--- src/rtl/instr_sequencer.sv ---
// Instruction sequencer: fetches 32-bit words from a register memory and turns
// them into I2C master commands, stopping on HALT or aborting on errors.
module instr_sequencer #(
  parameter int unsigned ADDR_W     = 8,
  parameter int unsigned START_ADDR = 0
) (
  input  logic              clk,
  input  logic              reset,
  input  logic              start,
  output logic [ADDR_W-1:0] mem_addr,
  input  logic [31:0]       mem_data,
  input  logic [3:0]        mem_error,
  output logic              i2c_cmd_valid,
  input  logic              i2c_cmd_ready,
  output logic              i2c_cmd_rw,
  output logic [7:0]        i2c_dev,
  output logic [7:0]        i2c_reg,
  output logic [7:0]        i2c_wdata,
  input  logic              i2c_done,
  input  logic              i2c_ack_err,
  input  logic [7:0]        i2c_rdata,
  output logic [7:0]        rd_data,
  output logic              rd_valid,
  output logic              busy,
  output logic              done,
  output logic              fault,
  output logic [1:0]        fault_code
);

  localparam logic [2:0] S_IDLE   = 3'd0;
  localparam logic [2:0] S_FETCH  = 3'd1;
  localparam logic [2:0] S_DECODE = 3'd2;
  localparam logic [2:0] S_ISSUE  = 3'd3;
  localparam logic [2:0] S_WAIT   = 3'd4;
  localparam logic [2:0] S_NEXT   = 3'd5;

  localparam logic [7:0] OP_NOP  = 8'h00;
  localparam logic [7:0] OP_RD   = 8'h01;
  localparam logic [7:0] OP_WR   = 8'h02;
  localparam logic [7:0] OP_HALT = 8'h03;

  localparam logic [1:0] FC_DECODE = 2'b01;
  localparam logic [1:0] FC_NACK   = 2'b10;
  localparam logic [1:0] FC_END    = 2'b11;

  localparam logic [ADDR_W-1:0] PC_START = ADDR_W'(START_ADDR);
  localparam logic [ADDR_W-1:0] PC_LAST  = '1;

  logic [2:0]        state, state_d;
  logic [ADDR_W-1:0] pc, pc_d;
  logic              valid_d, rw_d, rd_valid_d, busy_d, done_d, fault_d;
  logic [7:0]        dev_d, reg_d, wdata_d, rd_data_d;
  logic [1:0]        fault_code_d;
  logic [7:0]        op;

  assign op       = mem_data[31:24];
  assign mem_addr = pc;

  // Next-state and next-output logic; every registered output has a _d here.
  always_comb begin
    state_d      = state;
    pc_d         = pc;
    valid_d      = i2c_cmd_valid;
    rw_d         = i2c_cmd_rw;
    dev_d        = i2c_dev;
    reg_d        = i2c_reg;
    wdata_d      = i2c_wdata;
    rd_data_d    = rd_data;
    rd_valid_d   = 1'b0;
    busy_d       = busy;
    done_d       = 1'b0;
    fault_d      = 1'b0;
    fault_code_d = fault_code;

    case (state)
      S_IDLE: begin
        // A start landing on the completion strobe belongs to the old run.
        if (start && !done && !fault) begin
          pc_d         = PC_START;
          fault_code_d = 2'b00;
          busy_d       = 1'b1;
          state_d      = S_FETCH;
        end
      end

      S_FETCH: state_d = S_DECODE;

      S_DECODE: begin
        if (mem_error != 4'h0) begin
          fault_d      = 1'b1;
          fault_code_d = FC_DECODE;
          busy_d       = 1'b0;
          state_d      = S_IDLE;
        end else begin
          case (op)
            OP_NOP: state_d = S_NEXT;
            OP_RD, OP_WR: begin
              rw_d    = (op == OP_RD);
              dev_d   = mem_data[23:16];
              reg_d   = mem_data[15:8];
              wdata_d = mem_data[7:0];
              valid_d = 1'b1;
              state_d = S_ISSUE;
            end
            OP_HALT: begin
              done_d  = 1'b1;
              busy_d  = 1'b0;
              state_d = S_IDLE;
            end
            default: begin
              fault_d      = 1'b1;
              fault_code_d = FC_DECODE;
              busy_d       = 1'b0;
              state_d      = S_IDLE;
            end
          endcase
        end
      end

      S_ISSUE: begin
        if (i2c_cmd_ready) begin
          valid_d = 1'b0;
          state_d = S_WAIT;
        end
      end

      S_WAIT: begin
        if (i2c_done) begin
          if (i2c_ack_err) begin
            fault_d      = 1'b1;
            fault_code_d = FC_NACK;
            busy_d       = 1'b0;
            state_d      = S_IDLE;
          end else begin
            if (i2c_cmd_rw) begin
              rd_data_d  = i2c_rdata;
              rd_valid_d = 1'b1;
            end
            state_d = S_NEXT;
          end
        end
      end

      S_NEXT: begin
        // Running off the end of memory is an error, never a wrap.
        if (pc == PC_LAST) begin
          fault_d      = 1'b1;
          fault_code_d = FC_END;
          busy_d       = 1'b0;
          state_d      = S_IDLE;
        end else begin
          pc_d    = pc + ADDR_W'(1);
          state_d = S_FETCH;
        end
      end

      default: begin
        valid_d = 1'b0;
        busy_d  = 1'b0;
        state_d = S_IDLE;
      end
    endcase
  end

  // State and output registers.
  always_ff @(posedge clk or negedge reset) begin
    if (!reset) begin
      state         <= S_IDLE;
      pc            <= PC_START;
      i2c_cmd_valid <= 1'b0;
      i2c_cmd_rw    <= 1'b0;
      i2c_dev       <= 8'h00;
      i2c_reg       <= 8'h00;
      i2c_wdata     <= 8'h00;
      rd_data       <= 8'h00;
      rd_valid      <= 1'b0;
      busy          <= 1'b0;
      done          <= 1'b0;
      fault         <= 1'b0;
      fault_code    <= 2'b00;
    end else begin
      state         <= state_d;
      pc            <= pc_d;
      i2c_cmd_valid <= valid_d;
      i2c_cmd_rw    <= rw_d;
      i2c_dev       <= dev_d;
      i2c_reg       <= reg_d;
      i2c_wdata     <= wdata_d;
      rd_data       <= rd_data_d;
      rd_valid      <= rd_valid_d;
      busy          <= busy_d;
      done          <= done_d;
      fault         <= fault_d;
      fault_code    <= fault_code_d;
    end
  end

endmodule

--- config.mk ---
export PLATFORM = sky130hd
export DESIGN_NAME = instr_sequencer
export DESIGN_NICKNAME = d
export VERILOG_FILES = /design/src/rtl/instr_sequencer.sv
export SDC_FILE = /design/constraint.sdc
export NUM_CORES = 1
export LEC_CHECK = 0
export BUFFER_PORTS_ARGS = -buffer_cell sky130_fd_sc_hd__buf_2
export CAP_MARGIN = 20
export CORE_MARGIN = 3
export CORE_UTILIZATION = 40
export CTS_BUF_LIST = sky130_fd_sc_hd__clkbuf_8
export DETAILED_ROUTE_END_ITERATION = 7
export HOLD_SLACK_MARGIN = 0.03
export PLACE_DENSITY = 0.69
export SKIP_LAST_GASP = 1
export SLEW_MARGIN = 0
export SYNTH_ARGS = -nofsm -noshare
export SYNTH_HDL_FRONTEND = slang
export SYNTH_SLANG_ARGS = --single-unit
--- constraint.sdc ---
create_clock -name clk -period 2.8 [get_ports clk]
set_clock_uncertainty 0.15 [all_clocks]
set_input_delay 0.28 -clock clk [delete_from_list [all_inputs] [get_ports clk]]
set_output_delay 0.28 -clock clk [all_outputs]
set_load 0.1 [all_outputs]
Word-level counts from Yosys, hierarchy flattened
Cells that the tools add are included.
{"block": "totals", "regBits": 51, "out_inout_bits": 48, "word_cells": 100, "in_bits": 50}
{"block": "op_classes", "muxes": 42, "n_reduce_logical": 21, "eq_ne": 19, "n_bitwise": 4, "addsub": 1}
{"op": "$mux W1", "n": 22}
{"op": "$pmux W3 S6", "n": 1}
{"op": "$eq A8 B2 Y1 const B", "n": 2}
{"op": "$mux W8", "n": 2}
{"op": "$ne A2 B2 Y1 const B", "n": 8}
{"op": "$pmux W8 S2", "n": 1}
{"op": "$mux W3", "n": 5}
{"op": "$mux W2", "n": 6}
{"op": "$reduce_and A6 Y1", "n": 2}
{"op": "$reduce_and A3 Y1", "n": 3}
{"op": "$add A8 B1 Y8 const B", "n": 1}
{"op": "$eq A8 B1 Y1 const B", "n": 1}
{"op": "$eq A8 B8 Y1 const B", "n": 1}
{"op": "$logic_not A8 Y1", "n": 1}
{"op": "$pmux W2 S4", "n": 1}
{"op": "$reduce_and A4 Y1", "n": 2}
{"op": "$reduce_bool A4 Y1", "n": 2}
{"op": "$reduce_or A4 Y1", "n": 2}
{"op": "$eq A3 B2 Y1 const B", "n": 2}
{"op": "$eq A3 B3 Y1 const B", "n": 2}
{"op": "$ne A3 B3 Y1 const B", "n": 2}
{"op": "$pmux W1 S3", "n": 2}
{"op": "$pmux W3 S2", "n": 1}
{"op": "$pmux W1 S5", "n": 1}
{"op": "8 further kinds", "n": 14}

Logic depth before layout (Yosys ltp)
Gate-level depths: netlist of the first run.
{"block": "logic_depth", "depth_word": 5, "depth_mapped": 7, "depth_no_buf": 5}

Worst setup path before layout of the first run
OpenSTA, ideal clock, no wires.
{"block": "synth_path", "path_type": "register to register", "start": "reg pc[0] (netlist: mem_addr[0])", "end": "reg pc[5] (netlist: mem_addr[5])", "required_time_ps": 2573, "stages_incl_launch_ff": 8, "period_less_slack_ps": 2532, "path_buffers": 2, "path_slack_ps": 268, "arrival_ps": 2305, "setup_ps": 77, "path_cell_list": "dfrtp_1 > ha_1 > and4_1 > clkbuf_2 > a21o_1 > buf_6 > or4_1 > a21oi_1"}
{"block": "synth_via", "elab_chain_cells": 3, "word_cells_on_any_way": 6, "classes_between": "add/sub (1); eq/ne (2); mux (2); reduce/logical (1)"}
{"element": "start, declared", "line_no": "50", "text": "logic [ADDR_W-1:0] pc, pc_d;"}
{"element": "start signal, assigned", "line_no": "183", "text": "pc <= pc_d;"}
{"element": "$add A8 B1 Y8 / $eq A8 B8 Y1 (equally long branches)", "line_no": "152, 146"}
{"element": "$mux W8 / $ne A2 B2 Y1 (equally long branches)"}
{"element": "$pmux W8 S2 / $reduce_and A3 Y1 (equally long branches)"}
Several ways; a longest one is shown, not always the timed one. The select of a mux whose other input is x is not followed.
A chain may end at the register's enable or synchronous reset.

Worst setup path in the final report of the first run
{"block": "layout_path", "start": "reg pc[0] (netlist: mem_addr[0])", "end": "reg pc[7] (netlist: mem_addr[7])"}
The elaborated chain is that of the path after synthesis.

==> results of run 1 <==
-- power groups by stage --
stage	Clock (W)	Sequential, W	Combinational [W]
after global routing	0.000645	0.000889	0.000716
final	0.000592	0.000875	0.000660
after detailed placement	0	0.000889	0.000660
after floorplan	0	0.00111	0.000295
after CTS	0.000611	0.000874	0.000664
after global placement	0	0.000887	0.000654
-- cells by family (layout without fill, tap and decap cells) --
group | count (synthesis) | in the layout | synth area share (%)
AO/OA/AOI/OAI | 33 | 33 | 9.67
multiplexers | 32 | 32 | 15.6
adder cells (fa/ha/maj) | 1 | 1 | 0.543
buffers and inverters | 15 | 114 | 3.69
XOR/XNOR | 3 | 3 | 1.14
flip-flops | 51 | 51 | 55.4
AND/OR/NAND/NOR | 55 | 55 | 13.9
-- per-stage QoR --
| step | utilization [%] | setup slack (ns) |
|---|---|---|
| 6_report | 53.7 | 0.708 |
| 5_1_grt | 53.7 | 0.543 |
| 4_1_cts | 53.7 | 0.713 |
| 3_5_place_dp | 51.1 | 0.603 |
| 3_3_place_gp | 51.1 | 0.677 |
| 2_1_floorplan | - | 0.268 |
-- worst reg2reg max path: stages (launching register included) --
cell     delay, ns
dfrtp_1       0.43
ha_1          0.25
and4_1        0.22
a21o_1        0.28
or4_1         0.53
a21oi_1       0.17
-- layout by cell type, fill, tap and decap left out, types with 2 or more instances in the layout --
cell,netlist,layout
o31ai_1,2,2
clkbuf_8,0,5
nor3_1,2,2
or3_1,2,2
a21oi_1,7,7
nand4_1,2,2
buf_4,3,2
nand2_1,13,13
mux2_2,18,18
bufinv_16,0,2
a21o_1,2,2
or4_1,3,3
o21ai_0,7,7
and2_1,2,2
xnor2_1,2,2
buf_2,1,97
nand2b_1,3,3
mux2_1,14,14
nand3_1,4,4
a211oi_1,3,3
a31oi_1,3,3
dfrtp_1,51,51
nor4_1,2,2
a221oi_1,2,2
nor2b_1,3,3
nor2_1,9,9
inv_1,6,7
-- layout make-up --
cell class	instances	area, um2
sequential	51	1280
fill	520	2570
clock inverter	3	63.8
timing repair buffer	100	510
multi-input combinational	124	942
inverter	6	22.5
clock buffer	5	68.8
tap	72	90.1
-- worst paths after layout --
kind	startpoint	to	slack, ns	depth (start not counted)
max in group asynchronous	reset	mem_addr[3]	1.42	3
max reg2reg	mem_addr[0]	mem_addr[7]	0.71	5
min reg2reg	fault_code[0]	fault_code[0]	0.33	1
min in group asynchronous	reset	mem_addr[0]	0.31	2
min	mem_data[16]	i2c_dev[0]	0.05	2
max	mem_addr[0]	mem_addr[7]	0.71	5
-- metal layers --
layer  up-vias  GRT usage (%)
met5         -              0
met2        90           26.4
met3         6           5.59
met1       867           23.1
met4         0           4.49
li1        878              -
==> flow_summary.ini, run 1 <==
[global_routing]
grt_pass1_wl_mm = 8.88
grt_pass1_vias = 1863
grt_overflow = 0
grt_util_all_layers_pct = 17.1
antenna_found_initial = 0
grt_max_degree = 34

[yosys]
synth_common_cells = dfrtp_1 (51), mux2_2 (18), mux2_1 (14)
syn_area_per_cell_um2 = 12.1
yosysMostFrequentCell = dfrtp_1
netlist.area_leader.share_pct = 55.4
yosys_most_used_dff = dfrtp_1
syn_inst = 190
ys_ff_latch = 51
syn_nets = 241
yosysUniqueCellTypes = 47
synthArstFlopShare_pct = 100
ys_warn_count = 0
synth_seq_area_share_pct = 55.4
yosysTopAreaCell = dfrtp_1
syn_area_mm2 = 0.00230
synth_edf_count = 0
synth_area_leaders = dfrtp_1 (55%), mux2_2 (8.8%), mux2_1 (6.8%)

[power]
ir_drop_mv = 0.361
seqPwrFrac_pct = 41.1
switchingPower_w = 0.000801
power_w = 0.00213
p_clk_share_pct = 27.9
p_int_w = 0.00133
sw_frac_of_total_pct = 37.7
powerDensity_mw_per_mm2 = 715
p_leak_nw = 1.64
combPwrFrac_pct = 31.0

[route]
dr_wl_met2_mm = 2.42
drtAntennaViolNets = 0
via_per_inst = 5.10
firstDrtPassIters = 4
post_drt_wl_per_cell_um = 14.4
top_layer_used = met4
wl_met1_mm = 2.24
drc = 0
vias = 1841
drt_iter0_drc = 196
met3_length_um = 497
wirelength_mm = 5.20

[placed_design]
port-buffer-count = 97
placed_area_mm2 = 0.00283
globalplace.congestion = 0.846
dpl.hpwl_mm = 3.96
dp.cells = 352

[run_status]
outcome = finished, final reports clean

[clocking]
clock_latency_ns = 0.29
cts.path.max_buffers = 2
cts_tree = built
post_cts_buffers = 0
clk_pin_slew_ns = 0.09
hold_buffers = 1
cts-root-buf = clkbuf_8
cts_buffers = 5
cts_max_level = 2
ctsResizeCount = 0
cts_sinks = 51

[cells_and_area]
num_antenna_cells = 0
fin_area_mm2 = 0.00297
layout.cells.non_filler = 361
nNetsFinal = 339
drive_above_1_share_pct = 44.6
area_delta_synth_final_pct = 29.1

[critical_path]
cp_max_fo = 11
worstSetupPathType = reg -> reg
cp.required_ns = 2.87
critical_path_arrival_ns = 2.16
crit_chain = ha_1, and4_1, a21o_1, or4_1, a21oi_1
cp_num_buf_inv = 0
crit_family = simple AND/OR/NAND/NOR gates
crit_path_start_kind = register
cpPeakStageDelay_ns = 0.53
cpMaxStageDelayCell = or4_1
cp-end-kind = register

[timing]
slew_headroom_pct = 67.2
setup_viol = 0
fmax_mhz = 478
finalHoldViolations = 0
whs_ns = 0.0457
drv_slew = 0
fin_crit_ns = 2.09
fin_crit_sh_pct = 74.7
fin_tns_setup_ns = 0
tightest_slew_ns = 0.496
rsz0062_at_grt = no

[floorplan]
pin_count = 98
start_util_pct = 41.6
die_h_um = 81.9
die_area_mm2 = 0.00671
die_w_um = 81.9
rows = 27
coreArea_mm2 = 0.00554

[min_path]
hold_class = in -> reg

[run]
timing.max_cap.violations = 0
Note: power is estimated with default switching activity, not from simulation.
==> run 2, diff against run 1 <==
Settings changed: PLACE_DENSITY 0.69 to 0.72.
Clock period 2.8 ns to 1.7 ns, I/O delays scaled along.
==> run 2 against run 1 <==
The flow now finishes with violations (setup timing). Sequential power up 61%. Setup slack worse by 0.86 ns. Count of clock-buffer cells in the layout unchanged. Cell count up 22%. Largest cell class unchanged. First-iteration DRC count down 78%. Maximum frequency up 13%.
==> flow_summary.ini, run 2 (synthesis results as in run 1) <==
[cells_and_area]
drive_above_1_share_pct = 59.5
num_antenna_cells = 0
multi_input_area_mm2 = 0.00117
regArea_mm2 = 0.00130
final_cell_mix = buf_2 (97), dfrtp_1 (38), dlygate4sd3_1 (37)
finish.utilization_pct = 71.1
final_common_cell = buf_2
layout.cells.non_filler = 440
nNetsFinal = 418
area_delta_synth_final_pct = 71.0
fillers = 393

[clocking]
cts-root-buf = clkbuf_8
cts_sinks = 51
cts_max_level = 2
clk_pin_slew_ns = 0.09
cts.path.max_buffers = 2
cts_buffers = 5
clock_latency_ns = 0.31
cts_tree = built

[global_routing]
grt_max_degree = 34
grt_overflow = 0
grt_pass1_wl_mm = 10.4
grt_use_met3_pct = 5.37
antenna_found_initial = 0
grt_pass1_vias = 2237
top_usage_layer = met2
grt_use_met2_pct = 36.8
globalRouteMet1Util_pct = 23.8
grt_util_all_layers_pct = 20.6

[timing]
fin_crit_ns = 1.85
tightest_slew_ns = 0.497
setup_viol = 36
fin_ws_ns = -0.148
finalHoldViolations = 0
fin_tns_setup_ns = -1.39
slew_headroom_pct = 67.1
rsz0062_at_grt = yes
fmax_mhz = 541
drv_slew = 0
fin_crit_sh_pct = 109

[route]
drc = 0
wirelength_mm = 6.68
drtAntennaViolNets = 0
firstDrtPassIters = 5
post_drt_wl_per_cell_um = 15.2
vias = 2230
drt_iter0_drc = 44
via_per_inst = 5.07

[floorplan]
rows = 27
coreArea_mm2 = 0.00554
die_w_um = 81.9
die_area_mm2 = 0.00671
pin_count = 98
die_h_um = 81.9
start_util_pct = 41.6

[critical_path]
cp_max_fo = 6
crit_family = simple AND/OR/NAND/NOR gates
r2r_end = mem_addr[5]
crit_cells = 5
reg2reg_from = mem_addr[1]
cp-end-kind = register
cp-endpoint = mem_addr[5]
critical_path_arrival_ns = 1.94
cp_num_buf_inv = 0
cp-startpoint = mem_addr[1]
cpMaxStageDelayCell = dfrtp_4
cp.required_ns = 1.79
worstSetupPathType = reg -> reg
crit_chain = ha_4, and4_4, a21o_4, or4_4, a21oi_2
crit_path_start_kind = register
rrSetupSlack_ns = -0.15
cpPeakStageDelay_ns = 0.49
reg2reg_depth = 5

[power]
p_leak_nw = 2.01
powerDensity_mw_per_mm2 = 1030
ir_drop_mv = 0.669

[run_status]
outcome = complete, but fails checks
violations = setup timing

[placed_design]
preCtsSetupSlack_ns = -0.208
dpl.hpwl_mm = 4.28
globalplace.congestion = 0.898
port-buffer-count = 97
dp.cells = 381

[min_path]
hold_class = in -> reg

[run]
timing.max_cap.violations = 0
[run 2: changes by cell type in the layout (fill, tap and decap cells not counted), sizes merged]
cell and change:
buf +43, bufinv -1, dlygate4sd3 +36, inv +1
[run 2: layout make-up]
| class | count | area share, % |
|---|---|---|
| sequential | 51 | 33.1 |
| multi-input combinational | 124 | 29.8 |
| clock inverter | 3 | 0.953 |
| tap | 72 | 2.29 |
| timing repair buffer | 179 | 31.6 |
| clock buffer | 5 | 1.75 |
| inverter | 6 | 0.572 |
[run 2: metal layers]
layer / wire length, um / vias to the layer above
met1: 2640 / 1089
li1: - / 1034
met4: 98 / 0
met5: 0 / -
met2: 3470 / 98
met3: 469 / 9
[run 2: worst min-delay path: stages]
cell      delay (ns)
buf_2           0.11
or3_4           0.13
a221oi_2        0.05
[run 2: timing repair]
| item | CTS | global route |
|---|---|---|
| buffers inserted | 13 | 2 |
| cloned | 3 | 0 |
| endpoints found under the hold margin | 87 | 0 |
| pin swaps | 14 | 9 |
| endpoints found under the setup margin | 45 | 47 |
| hold buffers | 37 | 0 |
| resized for setup | 16 | 16 |
[run 2: power breakdown]
group / leakage (nW) / internal (W) / switching (W)
logic: 1.27 / 0.000749 / 0.00108
registers: 0.682 / 0.00132 / 0.0000848
clock network: 0.0607 / 0.000429 / 0.000390
total: 2.01 / 0.00250 / 0.00155
[run 2: metrics by stage]
stage                     total power [W]  area, um2  hold WS, ns
after global routing              0.00428       3940       0.0411
after detailed placement          0.00290       3250       0.0117
after CTS                         0.00395       3960       0.0303
after global placement            0.00287       3250     0.000962
final                             0.00406       3940       0.0411
after floorplan                   0.00248       2510       -0.276
[run 2: worst min path at each step]
stage	end	start	slack, ns	depth (start not counted)
final	state[2]	mem_data[24]	0.04	3
after global routing	state[2]	mem_data[24]	0.04	3
after CTS	state[2]	mem_data[24]	0.03	3
after detailed placement	mem_addr[3]	reset	0.01	2
after global placement	mem_addr[3]	reset	0.001	2
after floorplan	busy	reset	-0.28	0
